File: src/rtl/mem_access_pkg.sv
// Shared types and default widths for the memory access controller and the
// dual-port data RAM that sits beside it.
package mem_access_pkg;

    // Controller sequencing: idle/store, wait for RAM read latency, hold response.
    typedef enum logic [1:0] {IDLE, RD_WAIT, RD_RESP} mac_state_t;

    localparam int unsigned DEFAULT_DATA_WIDTH    = 16;
    localparam int unsigned DEFAULT_ADDRESS_WIDTH = 8;
    localparam int unsigned DEFAULT_COUNT_WIDTH   = 16;

endpackage

File: src/rtl/sat_counter.sv
// Saturating up-counter with asynchronous active-low clear; stops at all-ones.
module sat_counter #(
    parameter int unsigned COUNT_WIDTH = 16
) (
    input  logic                   clock,
    input  logic                   clear_n,
    input  logic                   inc,
    output logic [COUNT_WIDTH-1:0] count
);

    logic [COUNT_WIDTH-1:0] count_q;

    // Increment on request unless already pinned at all-ones.
    always_ff @(posedge clock or negedge clear_n) begin
        if (!clear_n) begin
            count_q <= '0;
        end else if (inc && (count_q != {COUNT_WIDTH{1'b1}})) begin
            count_q <= count_q + 1'b1;
        end
    end

    assign count = count_q;

endmodule

File: src/rtl/mem_access_ctrl.sv
// Load/store requester for a dual-port RAM with a 1-cycle registered read port.
// Stores go straight to the write port in the accept cycle; loads wait out the
// read latency and are returned over a valid/ready response channel.
module mem_access_ctrl
    import mem_access_pkg::*;
#(
    parameter int unsigned DATA_WIDTH    = DEFAULT_DATA_WIDTH,
    parameter int unsigned ADDRESS_WIDTH = DEFAULT_ADDRESS_WIDTH,
    parameter int unsigned COUNT_WIDTH   = DEFAULT_COUNT_WIDTH
) (
    input  logic                     clock,
    input  logic                     reset_n,
    input  logic                     req_valid,
    output logic                     req_ready,
    input  logic                     req_write,
    input  logic [ADDRESS_WIDTH-1:0] req_address,
    input  logic [DATA_WIDTH-1:0]    req_wdata,
    output logic                     rsp_valid,
    input  logic                     rsp_ready,
    output logic [DATA_WIDTH-1:0]    rsp_rdata,
    output logic [ADDRESS_WIDTH-1:0] ram_write_address,
    output logic                     ram_write_enable,
    output logic [DATA_WIDTH-1:0]    ram_write_data,
    output logic [ADDRESS_WIDTH-1:0] ram_read_address,
    output logic                     ram_read_enable,
    input  logic [DATA_WIDTH-1:0]    ram_read_data,
    output logic [COUNT_WIDTH-1:0]   store_count,
    output logic [COUNT_WIDTH-1:0]   load_count
);

    mac_state_t            state_q;
    logic                  rsp_valid_q;
    logic [DATA_WIDTH-1:0] rsp_rdata_q;
    logic                  accept;
    logic                  store_inc;
    logic                  load_inc;

    // Ready is gated by reset_n so nothing is accepted while reset is held.
    always_comb begin
        req_ready = reset_n && (state_q == IDLE);
        accept    = req_valid && req_ready;
    end

    // RAM ports follow the request directly; only the enables are qualified.
    always_comb begin
        ram_write_address = req_address;
        ram_write_data    = req_wdata;
        ram_write_enable  = accept && req_write;
        ram_read_address  = req_address;
        ram_read_enable   = accept && !req_write;
        store_inc         = ram_write_enable;
        load_inc          = (state_q == RD_RESP) && rsp_ready;
    end

    // Sequencer: absorb read latency, capture read data, hold it until taken.
    always_ff @(posedge clock or negedge reset_n) begin
        if (!reset_n) begin
            state_q     <= IDLE;
            rsp_valid_q <= 1'b0;
            rsp_rdata_q <= '0;
        end else begin
            unique case (state_q)
                IDLE: begin
                    if (accept && !req_write) begin
                        state_q <= RD_WAIT;
                    end
                end
                RD_WAIT: begin
                    rsp_rdata_q <= ram_read_data;
                    rsp_valid_q <= 1'b1;
                    state_q     <= RD_RESP;
                end
                RD_RESP: begin
                    if (rsp_ready) begin
                        rsp_valid_q <= 1'b0;
                        state_q     <= IDLE;
                    end
                end
                default: begin
                    rsp_valid_q <= 1'b0;
                    state_q     <= IDLE;
                end
            endcase
        end
    end

    assign rsp_valid = rsp_valid_q;
    assign rsp_rdata = rsp_rdata_q;

    sat_counter #(
        .COUNT_WIDTH(COUNT_WIDTH)
    ) u_store_counter (
        .clock  (clock),
        .clear_n(reset_n),
        .inc    (store_inc),
        .count  (store_count)
    );

    sat_counter #(
        .COUNT_WIDTH(COUNT_WIDTH)
    ) u_load_counter (
        .clock  (clock),
        .clear_n(reset_n),
        .inc    (load_inc),
        .count  (load_count)
    );

endmodule

File: config.mk
export PLATFORM = sky130hd
export DESIGN_NAME = mem_access_ctrl
export DESIGN_NICKNAME = d
export VERILOG_FILES = /design/src/rtl/mem_access_pkg.sv /design/src/rtl/sat_counter.sv /design/src/rtl/mem_access_ctrl.sv
export SDC_FILE = /design/constraint.sdc
export NUM_CORES = 1
export LEC_CHECK = 0
export ABC_CLOCK_PERIOD_IN_PS = 1500
export BUFFER_PORTS_ARGS = -buffer_cell sky130_fd_sc_hd__buf_2
export CAP_MARGIN = 20
export CORE_UTILIZATION = 41
export DETAILED_ROUTE_END_ITERATION = 6
export PLACE_DENSITY_LB_ADDON = 0.08
export SLEW_MARGIN = 20
export SYNTH_ARGS = -nofsm -noshare
export SYNTH_HDL_FRONTEND = slang
export SYNTH_SLANG_ARGS = --single-unit
export TNS_END_PERCENT = 20
File: constraint.sdc
create_clock -name clock -period 1.5 [get_ports clock]
set_input_delay 0.45 -clock clock [delete_from_list [all_inputs] [get_ports clock]]
set_output_delay 0.45 -clock clock [all_outputs]
set_load 0.005 [all_outputs]
==> results.sh, run 1 <==
export IMPL_post_route_drc_count=0
export IMPL_power_density_nw_per_um2=1050
export IMPL_via_per_inst=5.03
export IMPL_ctsHoldBuffers=0
export IMPL_antenna_found_initial=0
export IMPL_fillCellCount=508
export IMPL_setup_tns_ns=-1.63
export IMPL_clk_latency_ns=0.31
export IMPL_clock_root_buffer="clkbuf_8"
export IMPL_fmax_mhz=560
export IMPL_vias=2011
export IMPL_path_buf_inv=1
export IMPL_grt_max_degree=52
export IMPL_cts_inserted_buffers=5
export IMPL_dp_slack_ns=-0.200
export IMPL_placed_area_um2=3190
export IMPL_crit_path_end="ram_read_enable"
export IMPL_syn_inst=224
export IMPL_initial_utilization_pct=43.2
export IMPL_synth_edff_count=0
export IMPL_drive_above_1_share_pct=58.2
export IMPL_failed_checks="setup timing"
export IMPL_die_area_um2=6640
export IMPL_die_h_um=81.5
export IMPL_port_buffers=72
export IMPL_clock_skew_ns=0.00647
export IMPL_synth_largest_area_cell="dfrtp_1"
export IMPL_rsz0062_at_grt="true"
export IMPL_cts_tree="built"
export IMPL_r2r_end="u_store_counter.count[10]$_DFFE_PN0P_"
export IMPL_r2r_setup_slack_ns=-0.18
export IMPL_setup_viol=14
export IMPL_ys_types=35
export IMPL_timing_final_crit_period_ns=1.79
export IMPL_criticalPathCategory="reg -> out"
export IMPL_cp_depth=3
export IMPL_path_max_fanout=4
export IMPL_critPathMaxStageDelay_ns=0.40
export IMPL_dp_cells=386
export IMPL_drv_cap=0
export IMPL_hold_class="in -> reg"
export IMPL_cpMaxStageDelayCell="dfrtp_1"
export IMPL_power_leakage_nw=1.87
export IMPL_stdcell_area_um2=3500
export IMPL_gp_congestion=0.783
export IMPL_antenna_left=0
export IMPL_worstPathCellList="and4bb_2 > nor2b_4 > buf_2"
export IMPL_ys_seq_area_share_pct=49.3
export IMPL_yosysWarnings=0
export IMPL_drt_wl_total_mm=5.47
export IMPL_final_hold_viol_count=0
export IMPL_required_ns=1.05
export IMPL_setup_worst_path_start="state_q[0]$_DFFE_PN0P_"
export IMPL_ys_flop_type="dfrtp_1"
export IMPL_finalCritPeriodShare_pct=119
export IMPL_finalMaxSlewViolations=0
export IMPL_synthArstFlopShare_pct=100
export IMPL_nNetsFinal=371
export IMPL_n_antenna_cell=0
export IMPL_io_pins=129
export IMPL_drtIter0Drc=45
export IMPL_clockBufferDepth=2
export IMPL_ys_ff_latch=51
export IMPL_status="finished with violations"
export IMPL_synth_top_cells_by_area="dfrtp_1 (49%), buf_4 (9.3%), mux2_2 (8.3%)"
export IMPL_cp_top_family="simple AND/OR/NAND/NOR gates"
export IMPL_fin_cells=400
export IMPL_rows=28
export IMPL_dieWidth_um=81.5
export IMPL_slew_headroom_pct=56.8
export IMPL_tightest_slew_ns=0.649
export IMPL_core_um2=5990
export IMPL_total_power_mw=3.69
export IMPL_r2r_start="state_q[0]$_DFFE_PN0P_"
export IMPL_gr_total_overflow=0
export IMPL_grt_usage_pct=17.3
export IMPL_r2r_cells=5
export IMPL_clkSinkCount=51
export IMPL_avgSynthCellArea_um2=11.6
export IMPL_dr_pass1_iters=4
export IMPL_fin_ws_ns=-0.286
export IMPL_crit_path_end_kind="primary output"
export IMPL_cp_arrival_ns=1.34
export IMPL_grt_pass1_wl_mm=8.76
export IMPL_clk_pin_slew_ns=0.10
export IMPL_htreeDepth=2
export IMPL_wl_per_cell_um=13.7
export IMPL_dp_hpwl_mm=3.99
export IMPL_peakVddDrop_uv=654
export IMPL_start_kind="flip-flop"
export IMPL_netlist_area_leader_share_pct=49.3
export IMPL_syn_area_um2=2590
export IMPL_grt_pass1_vias=1879
export IMPL_syn2layout_area_growth_pct=35.0
export IMPL_synth_nets=271
cell usage after synthesis (3+ instances only):
cell type	number
dfrtp_1	51
buf_4	32
xor2_1	24
mux2_2	19
nor3_1	15
nand2_1	10
nand4_1	10
nor2_1	8
nand3_1	7
nor3b_1	6
o21ai_0	5
and4_1	4
inv_1	3
nand4_2	3
nor2b_1	3
registers in the layout, summed over array words and instances (netlist names):
signal / flops
rsp_rdata: 16
rsp_valid: 1
state_q: 2
u_load_counter.count: 16
u_store_counter.count: 16
per-layer routing:
layer | GRT usage (%) | wire length (um) | up-vias
li1 | - | - | 951
met1 | 21.5 | 2480 | 973
met2 | 28.6 | 2600 | 69
met3 | 4.44 | 276 | 18
met4 | 6.96 | 119 | 0
met5 | 0 | 0 | -
cells in the final DEF (no fill, tap or decap), types with 2 or more instances in the layout:
cell type and count:
nor2_2 2, nand4_1 10, nor2b_4 2, nor3_2 6, nor3b_2 4, nor4_4 3, buf_2 72, ha_4 2
o21ai_0 5, buf_4 46, buf_6 9, nor3_1 8, xor2_1 24, inv_6 2, and3_1 2, nor3b_1 2
nand4_2 3, and4_1 4, dfrtp_1 51, nor2_1 7, mux2_4 2, clkbuf_8 5, inv_1 3, nand2_1 9
nand3_1 5, mux2_2 19
worst min path at each step:
| stage | startpoint | end | slack [ns] | cells past startpoint |
|---|---|---|---|---|
| finish | ram_read_data[6] | rsp_rdata[6]$_DFFE_PN0P_ | 0.36 | 2 |
| global route | ram_read_data[6] | rsp_rdata[6]$_DFFE_PN0P_ | 0.34 | 2 |
| CTS | ram_read_data[6] | rsp_rdata[6]$_DFFE_PN0P_ | 0.35 | 2 |
| detailed placement | rsp_valid$_DFFE_PN0P_ | rsp_valid$_DFFE_PN0P_ | 0.46 | 1 |
| global placement | rsp_valid$_DFFE_PN0P_ | rsp_valid$_DFFE_PN0P_ | 0.46 | 1 |
| floorplan | reset_n | rsp_rdata[0]$_DFFE_PN0P_ | 0.15 | 0 |
kinds of logic after synthesis:
| logic type | after synthesis | synth area share [%] |
|---|---|---|
| and+or+nand+nor | 78 | 19.8 |
| AOI/OAI and AO/OA | 9 | 1.98 |
| adders and majority gates | 2 | 0.966 |
| xor gates and xnor gates | 25 | 8.45 |
| DFF | 51 | 49.3 |
| buffers and inverters | 38 | 10.3 |
| muxes | 21 | 9.28 |
area by class of cell:
type,count,area [um2],area share (%)
repair buffers,128,827,23.7
multi-input cells,135,1200,34.2
clock buffers,5,68.8,1.97
inverters,3,11.3,0.322
clock inverters,3,22.5,0.644
well taps,75,93.8,2.68
flip-flops and latches,51,1280,36.5
through the flow:
| stage | hold WS [ns] | util (%) |
|---|---|---|
| floorplan | 0.154 | - |
| global placement | 0.460 | 53.3 |
| detailed placement | 0.463 | 53.3 |
| CTS | 0.352 | 56.2 |
| global route | 0.345 | 58.4 |
| finish | 0.362 | 58.4 |
report_power, final:
| part | internal, mW | total [mW] | switching (mW) |
|---|---|---|---|
| logic | 0.631 | 1.04 | 0.411 |
| clock network | 0.338 | 0.822 | 0.483 |
| registers | 1.62 | 1.82 | 0.200 |
| total | 2.59 | 3.69 | 1.09 |
timing repair:
item / 4_1_cts / 5_1_grt
pin swaps: 9 / 9
endpoints found under the setup margin: 27 / 56
setup buffers: 3 / 3
gates resized for setup: 13 / 22
Note: power is estimated with default switching activity, not from simulation.
==> run 2, diff against run 1 <==
--- a/config.mk
+++ b/config.mk
@@ -5,11 +5,14 @@
 export SDC_FILE = /design/constraint.sdc
 export NUM_CORES = 1
 export LEC_CHECK = 0
+export ABC_AREA = 1
 export ABC_CLOCK_PERIOD_IN_PS = 1500
 export BUFFER_PORTS_ARGS = -buffer_cell sky130_fd_sc_hd__buf_2
 export CAP_MARGIN = 20
-export CORE_UTILIZATION = 41
+export CORE_UTILIZATION = 43
+export CTS_CLUSTER_SIZE = 24
 export DETAILED_ROUTE_END_ITERATION = 6
+export HOLD_SLACK_MARGIN = 0.02
 export PLACE_DENSITY_LB_ADDON = 0.08
 export SLEW_MARGIN = 20
 export SYNTH_ARGS = -nofsm -noshare
==> run 2 against run 1 <==
Compared with the run above:
- the run still ends with setup timing left
- clock power rose by 2%
- global-route usage rose by 1.3 points
- sequential power rose by 10%
- first-iteration DRC count rose to 2.6 times the previous value
- via count rose by 27%
- total power rose by 18%
- routed wire length rose by 20%
- largest cell class is now multi-input gates
- fmax rose by 8.8%
- combinational power rose by 46%
- final area rose by 2.1%
- critical path depth rose by 1
- critical path type unchanged
==> results.sh, run 2 <==
export IMPL_htreeDepth=2
export IMPL_synth_common_cells="nand2_1 (128), dfrtp_1 (51), nor2_1 (47)"
export IMPL_stdcell_area_um2=3570
export IMPL_synth_top_cells_by_area="dfrtp_1 (43%), nand2_1 (16%), buf_4 (8.6%)"
export IMPL_rows=29
export IMPL_path_buf_inv=1
export IMPL_cts_inserted_buffers=5
export IMPL_grt_max_degree=52
export IMPL_rsz0062_at_grt="true"
export IMPL_cp_top_family="flip-flops"
export IMPL_yosysWarnings=0
export IMPL_finalMaxSlewViolations=0
export IMPL_clock_skew_ns=0.0124
export IMPL_clk_latency_ns=0.31
export IMPL_die_area_um2=7250
export IMPL_timing_final_crit_period_ns=1.64
export IMPL_finalCritPeriodShare_pct=109
export IMPL_via_per_inst=4.86
export IMPL_grt_pass1_wl_mm=10.7
export IMPL_power_leakage_nw=1.82
export IMPL_ys_ff_latch=51
export IMPL_drt_wl_total_mm=6.56
export IMPL_gr_total_overflow=0
export IMPL_synth_largest_area_cell="dfrtp_1"
export IMPL_fin_ws_ns=-0.141
export IMPL_syn_area_um2=2970
export IMPL_criticalPathCategory="reg -> out"
export IMPL_mostFrequentLayoutCell="nand2_1"
export IMPL_ff_latch_area_um2=1280
export IMPL_avgSynthCellArea_um2=7.97
export IMPL_ys_flop_type="dfrtp_1"
export IMPL_setup_viol=4
export IMPL_peakVddDrop_uv=670
export IMPL_dieWidth_um=85.2
export IMPL_clk_pin_slew_ns=0.11
export IMPL_placed_area_um2=3380
export IMPL_fillCellCount=658
export IMPL_clkSinkCount=51
export IMPL_final_core_util_pct=54.9
export IMPL_start_kind="flip-flop"
export IMPL_final_hold_viol_count=0
export IMPL_fmax_mhz=609
export IMPL_vias=2550
export IMPL_core_um2=6490
export IMPL_syn2layout_area_growth_pct=20.0
export IMPL_dp_hpwl_mm=4.71
export IMPL_ys_types=26
export IMPL_die_h_um=85.2
export IMPL_slew_headroom_pct=56.9
export IMPL_yosysMostFrequentCell="nand2_1"
export IMPL_hold_class="in -> async"
export IMPL_grt_pass1_vias=2254
export IMPL_synth_nets=420
export IMPL_critPathMaxStageDelay_ns=0.42
export IMPL_clock_root_buffer="clkbuf_8"
export IMPL_synth_edff_count=0
export IMPL_required_ns=1.05
export IMPL_antenna_left=0
export IMPL_layout_common_cells="nand2_1 (128), buf_2 (71), dfrtp_1 (49), nor2_1 (42), inv_1 (28)"
export IMPL_grt_usage_pct=18.6
export IMPL_nNetsFinal=493
export IMPL_multi_input_area_um2=1380
export IMPL_drive_above_1_share_pct=33.8
export IMPL_clockBufferDepth=2
export IMPL_initial_utilization_pct=45.8
export IMPL_post_route_drc_count=0
export IMPL_wl_per_cell_um=12.5
export IMPL_netlist_area_leader_share_pct=42.9
export IMPL_power_density_nw_per_um2=1220
export IMPL_worstPathCellList="nor2_4 > nand3_4 > nor2_8 > buf_6"
export IMPL_path_max_fanout=3
export IMPL_crit_path_end_kind="primary output"
export IMPL_syn_inst=373
export IMPL_drv_cap=0
export IMPL_synthArstFlopShare_pct=100
export IMPL_cp_arrival_ns=1.19
export IMPL_ctsHoldBuffers=0
export IMPL_drtIter0Drc=119
export IMPL_tightest_slew_ns=0.647
export IMPL_dp_slack_ns=-0.101
export IMPL_status="finished with violations"
export IMPL_antenna_found_initial=0
export IMPL_dr_pass1_iters=5
export IMPL_whs_ns=0.314
export IMPL_failed_checks="setup timing"
export IMPL_cpMaxStageDelayCell="dfrtp_1"
export IMPL_ys_seq_area_share_pct=42.9
export IMPL_gp_congestion=0.791
export IMPL_io_pins=129
export IMPL_port_buffers=72
export IMPL_cts_tree="built"
==> run 2: cell type report <==
cell class	instances	share of cell area (%)
multi-input combinational	257	38.6
sequential	51	35.8
timing repair buffer	101	17.0
inverter	30	3.16
tap	77	2.70
clock buffer	5	1.93
clock inverter	3	0.666
antenna	1	0.0701
==> run 2: timing repair <==
action | CTS | global route
pin swaps | 4 | 6
cloned | 0 | 1
endpoints found under the setup margin | 13 | 35
resized for setup | 3 | 14
buffers inserted | 1 | 1
==> run 2: cells by family after synthesis <==
family	after synthesis	share of synthesized area [%]
adders and majority gates	2	0.841
buffers and inverters	66	13.1
muxes	16	6.06
DFF	51	42.9
and+or+nand+nor	211	30.6
xor gates and xnor gates	14	4.12
AOI/OAI and AO/OA	13	2.31
==> run 2: routing by layer <==
layer	track usage [%]	wire [um]	part of all wire, %
met1	25.8	3030	46
met4	5.86	64	0.98
met2	29.8	3010	46
met3	3.21	450	6.9
met5	0	0	0
==> run 2: worst paths after layout <==
check                                              start                                   end  slack (ns)  depth (start not counted)
min in group clock                             req_write                state_q[0]$_DFFE_PN0P_        0.32                          2
worst min-delay path                             reset_n   u_load_counter.count[8]$_DFFE_PN0P_        0.31                          2
worst min register to register  rsp_rdata[8]$_DFFE_PN0P_              rsp_rdata[8]$_DFFE_PN0P_        0.51                          1
max in group asynchronous                        reset_n  u_store_counter.count[9]$_DFFE_PN0P_        0.73                          2
worst max register to register    state_q[0]$_DFFE_PN0P_  u_load_counter.count[15]$_DFFE_PN0P_       -0.05                         10
worst max-delay path              state_q[1]$_DFFE_PN0P_                      ram_write_enable       -0.14                          4
==> run 2: per-stage QoR <==
step	power (mW)	setup TNS [ns]	std cells
finish	4.37	-0.473	525
global route	4.69	-1.98	524
CTS	4.42	-0.589	522
detailed placement	3.54	-0.530	513
global placement	3.49	-0.0151	513
floorplan	2.85	0	373
==> run 2: where the power goes <==
group	total (mW)	switching, mW	internal, mW	leakage (nW)
sequential	2.01	0.255	1.75	0.648
clock	0.841	0.506	0.335	0.0408
combinational	1.52	0.705	0.812	1.13
total	4.37	1.47	2.90	1.82
==> run 3, diff against run 2 <==
--- a/config.mk
+++ b/config.mk
@@ -6,14 +6,15 @@
 export NUM_CORES = 1
 export LEC_CHECK = 0
 export ABC_AREA = 1
-export ABC_CLOCK_PERIOD_IN_PS = 1500
+export ABC_CLOCK_PERIOD_IN_PS = 1900
 export BUFFER_PORTS_ARGS = -buffer_cell sky130_fd_sc_hd__buf_2
 export CAP_MARGIN = 20
-export CORE_UTILIZATION = 43
+export CORE_UTILIZATION = 52
 export CTS_CLUSTER_SIZE = 24
 export DETAILED_ROUTE_END_ITERATION = 6
 export HOLD_SLACK_MARGIN = 0.02
 export PLACE_DENSITY_LB_ADDON = 0.08
+export SETUP_SLACK_MARGIN = 0.4
 export SLEW_MARGIN = 20
 export SYNTH_ARGS = -nofsm -noshare
 export SYNTH_HDL_FRONTEND = slang
==> constraint.sdc (replaced) <==
create_clock -name clock -period 1.9 [get_ports clock]
set_input_delay 0.57 -clock clock [delete_from_list [all_inputs] [get_ports clock]]
set_output_delay 0.57 -clock clock [all_outputs]
set_load 0.005 [all_outputs]
==> run 3 against run 2 <==
Compared with the run above:
- the run now ends clean
- final cell count decreased by 2.9%
- core utilization increased by 9.4 points
- routed wire length decreased by 3.6%
- hold slack got worse by 0.24 ns
- setup slack improved by 0.26 ns
- combinational power decreased by 24%
- sequential share of layout area increased by 0.28 points
- critical path depth unchanged
- clock power decreased by 7.1%
- sequential cell count unchanged
- critical path type unchanged
- register-to-register slack improved by 0.42 ns
- critical endpoint unchanged
==> results.sh, run 3 (same netlist as run 2, synthesis figures left out) <==
export IMPL_r2r_setup_slack_ns=0.37
export IMPL_timing_final_crit_period_ns=1.78
export IMPL_crit_path_end_kind="primary output"
export IMPL_drt_wl_total_mm=6.32
export IMPL_die_area_um2=6030
export IMPL_layout_common_cells="nand2_1 (127), buf_2 (73), dfrtp_1 (48), nor2_1 (41), inv_1 (24)"
export IMPL_dieWidth_um=77.6
export IMPL_r2r_start="state_q[0]$_DFFE_PN0P_"
export IMPL_peakVddDrop_uv=768
export IMPL_total_power_mw=3.57
export IMPL_drive_above_1_share_pct=34.2
export IMPL_antenna_left=0
export IMPL_rsz0062_at_grt="true"
export IMPL_dp_hpwl_mm=4.37
export IMPL_initial_utilization_pct=54.0
export IMPL_mostFrequentLayoutCell="nand2_1"
export IMPL_grt_pass1_vias=2291
export IMPL_nNetsFinal=484
export IMPL_ff_latch_area_um2=1280
export IMPL_gr_usage_met1_pct=26.0
export IMPL_drv_cap=0
export IMPL_wl_per_cell_um=12.4
export IMPL_rows=27
export IMPL_criticalPathCategory="reg -> out"
export IMPL_setup_tns_ns=0
export IMPL_r2r_cells=10
export IMPL_drtIter0Drc=78
export IMPL_grt_usage_pct=20.7
export IMPL_cts_tree="built"
export IMPL_final_hold_viol_count=0
export IMPL_htreeDepth=2
export IMPL_r2r_end="u_store_counter.count[9]$_DFFE_PN0P_"
export IMPL_hold_class="in -> async"
export IMPL_finalMaxSlewViolations=0
export IMPL_core_um2=5510
export IMPL_setup_viol=0
export IMPL_clkSinkCount=51
export IMPL_start_kind="flip-flop"
export IMPL_power_leakage_nw=1.80
export IMPL_clk_pin_slew_ns=0.10
export IMPL_tightest_slew_ns=0.449
export IMPL_required_ns=1.33
export IMPL_syn2layout_area_growth_pct=19.2
export IMPL_gr_total_overflow=0
export IMPL_clock_root_buffer="clkbuf_8"
export IMPL_gp_congestion=0.840
export IMPL_antenna_found_initial=0
export IMPL_cp_arrival_ns=1.21
export IMPL_status="complete, no violations"
export IMPL_vias=2493
export IMPL_n_antenna_cell=0
export IMPL_clockBufferDepth=2
export IMPL_cts_inserted_buffers=5
export IMPL_multi_input_area_um2=1410
export IMPL_fin_cells=510
export IMPL_finalCritPeriodShare_pct=93.9
export IMPL_slew_headroom_pct=70.1
export IMPL_use_met2_pct=35.3
export IMPL_dr_pass1_iters=4
export IMPL_power_density_nw_per_um2=1010
export IMPL_final_core_util_pct=64.4
export IMPL_fmax_mhz=561
export IMPL_fillCellCount=474
export IMPL_path_max_fanout=3
export IMPL_via_per_inst=4.89
export IMPL_clk_latency_ns=0.30
export IMPL_clock_skew_ns=0.00589
export IMPL_post_route_drc_count=0
export IMPL_dp_cells=487
export IMPL_grt_max_degree=35
export IMPL_port_buffers=72
export IMPL_io_pins=129
export IMPL_grt_use_met3_pct=3.53
export IMPL_die_h_um=77.6
export IMPL_grt_pass1_wl_mm=9.98
export IMPL_grt_busiest_layer="met2"
run 3: per-layer routing:
metal | vias to the layer above | share of wire (%)
li1 | 1254 | -
met1 | 1154 | 43
met3 | 21 | 4.2
met2 | 64 | 50
met5 | - | 0
met4 | 0 | 2.7
run 3: metrics by stage:
stage,area [um2],hold WS [ns],setup WS (ns)
2_1_floorplan,2990,0.274,0.418
4_1_cts,3400,0.0563,0.101
6_report,3540,0.0693,0.117
5_1_grt,3540,0.0557,0.0483
3_3_place_gp,3210,0.400,0.240
3_5_place_dp,3210,0.398,0.231
run 3: how the worst max path moves through the flow:
stage	start	depth (start not counted)	to
after floorplan	u_load_counter.count[0]$_DFFE_PN0P_	9	u_load_counter.count[13]$_DFFE_PN0P_
after global placement	reset_n	4	ram_write_enable
after detailed placement	reset_n	8	u_store_counter.count[3]$_DFFE_PN0P_
after CTS	state_q[0]$_DFFE_PN0P_	4	ram_write_enable
after global routing	state_q[0]$_DFFE_PN0P_	4	ram_read_enable
final	state_q[0]$_DFFE_PN0P_	4	ram_write_enable
run 3: cell type report:
| cell class | count | share of cell area [%] |
|---|---|---|
| tap | 72 | 2.54 |
| clock inverter | 3 | 1.31 |
| sequential | 51 | 36.1 |
| timing repair buffer | 92 | 15.1 |
| clock buffer | 5 | 1.94 |
| inverter | 30 | 3.18 |
| multi-input combinational | 257 | 39.9 |
run 3: report_power, final:
group          internal, mW  switching [mW]  total [mW]
clock                 0.397           0.384       0.781
sequential             1.39           0.242        1.63
combinational         0.628           0.533        1.16
total                  2.41            1.16        3.57
run 3: what timing repair did:
item | CTS | global route
resized for setup | 4 | 30
hold buffers | 0 | 0
cloned | 0 | 3
pin swaps | 3 | 6
setup endpoints to repair | 25 | 56
buffers inserted | 8 | 4
hold endpoints to repair | 0 | 0
run 3: worst max-delay path, stage by stage, from the launching register on:
cell and delay [ns]:
dfrtp_2 0.45, nor2_4 0.14, nand3_4 0.11, nor2_8 0.12, buf_6 0.10
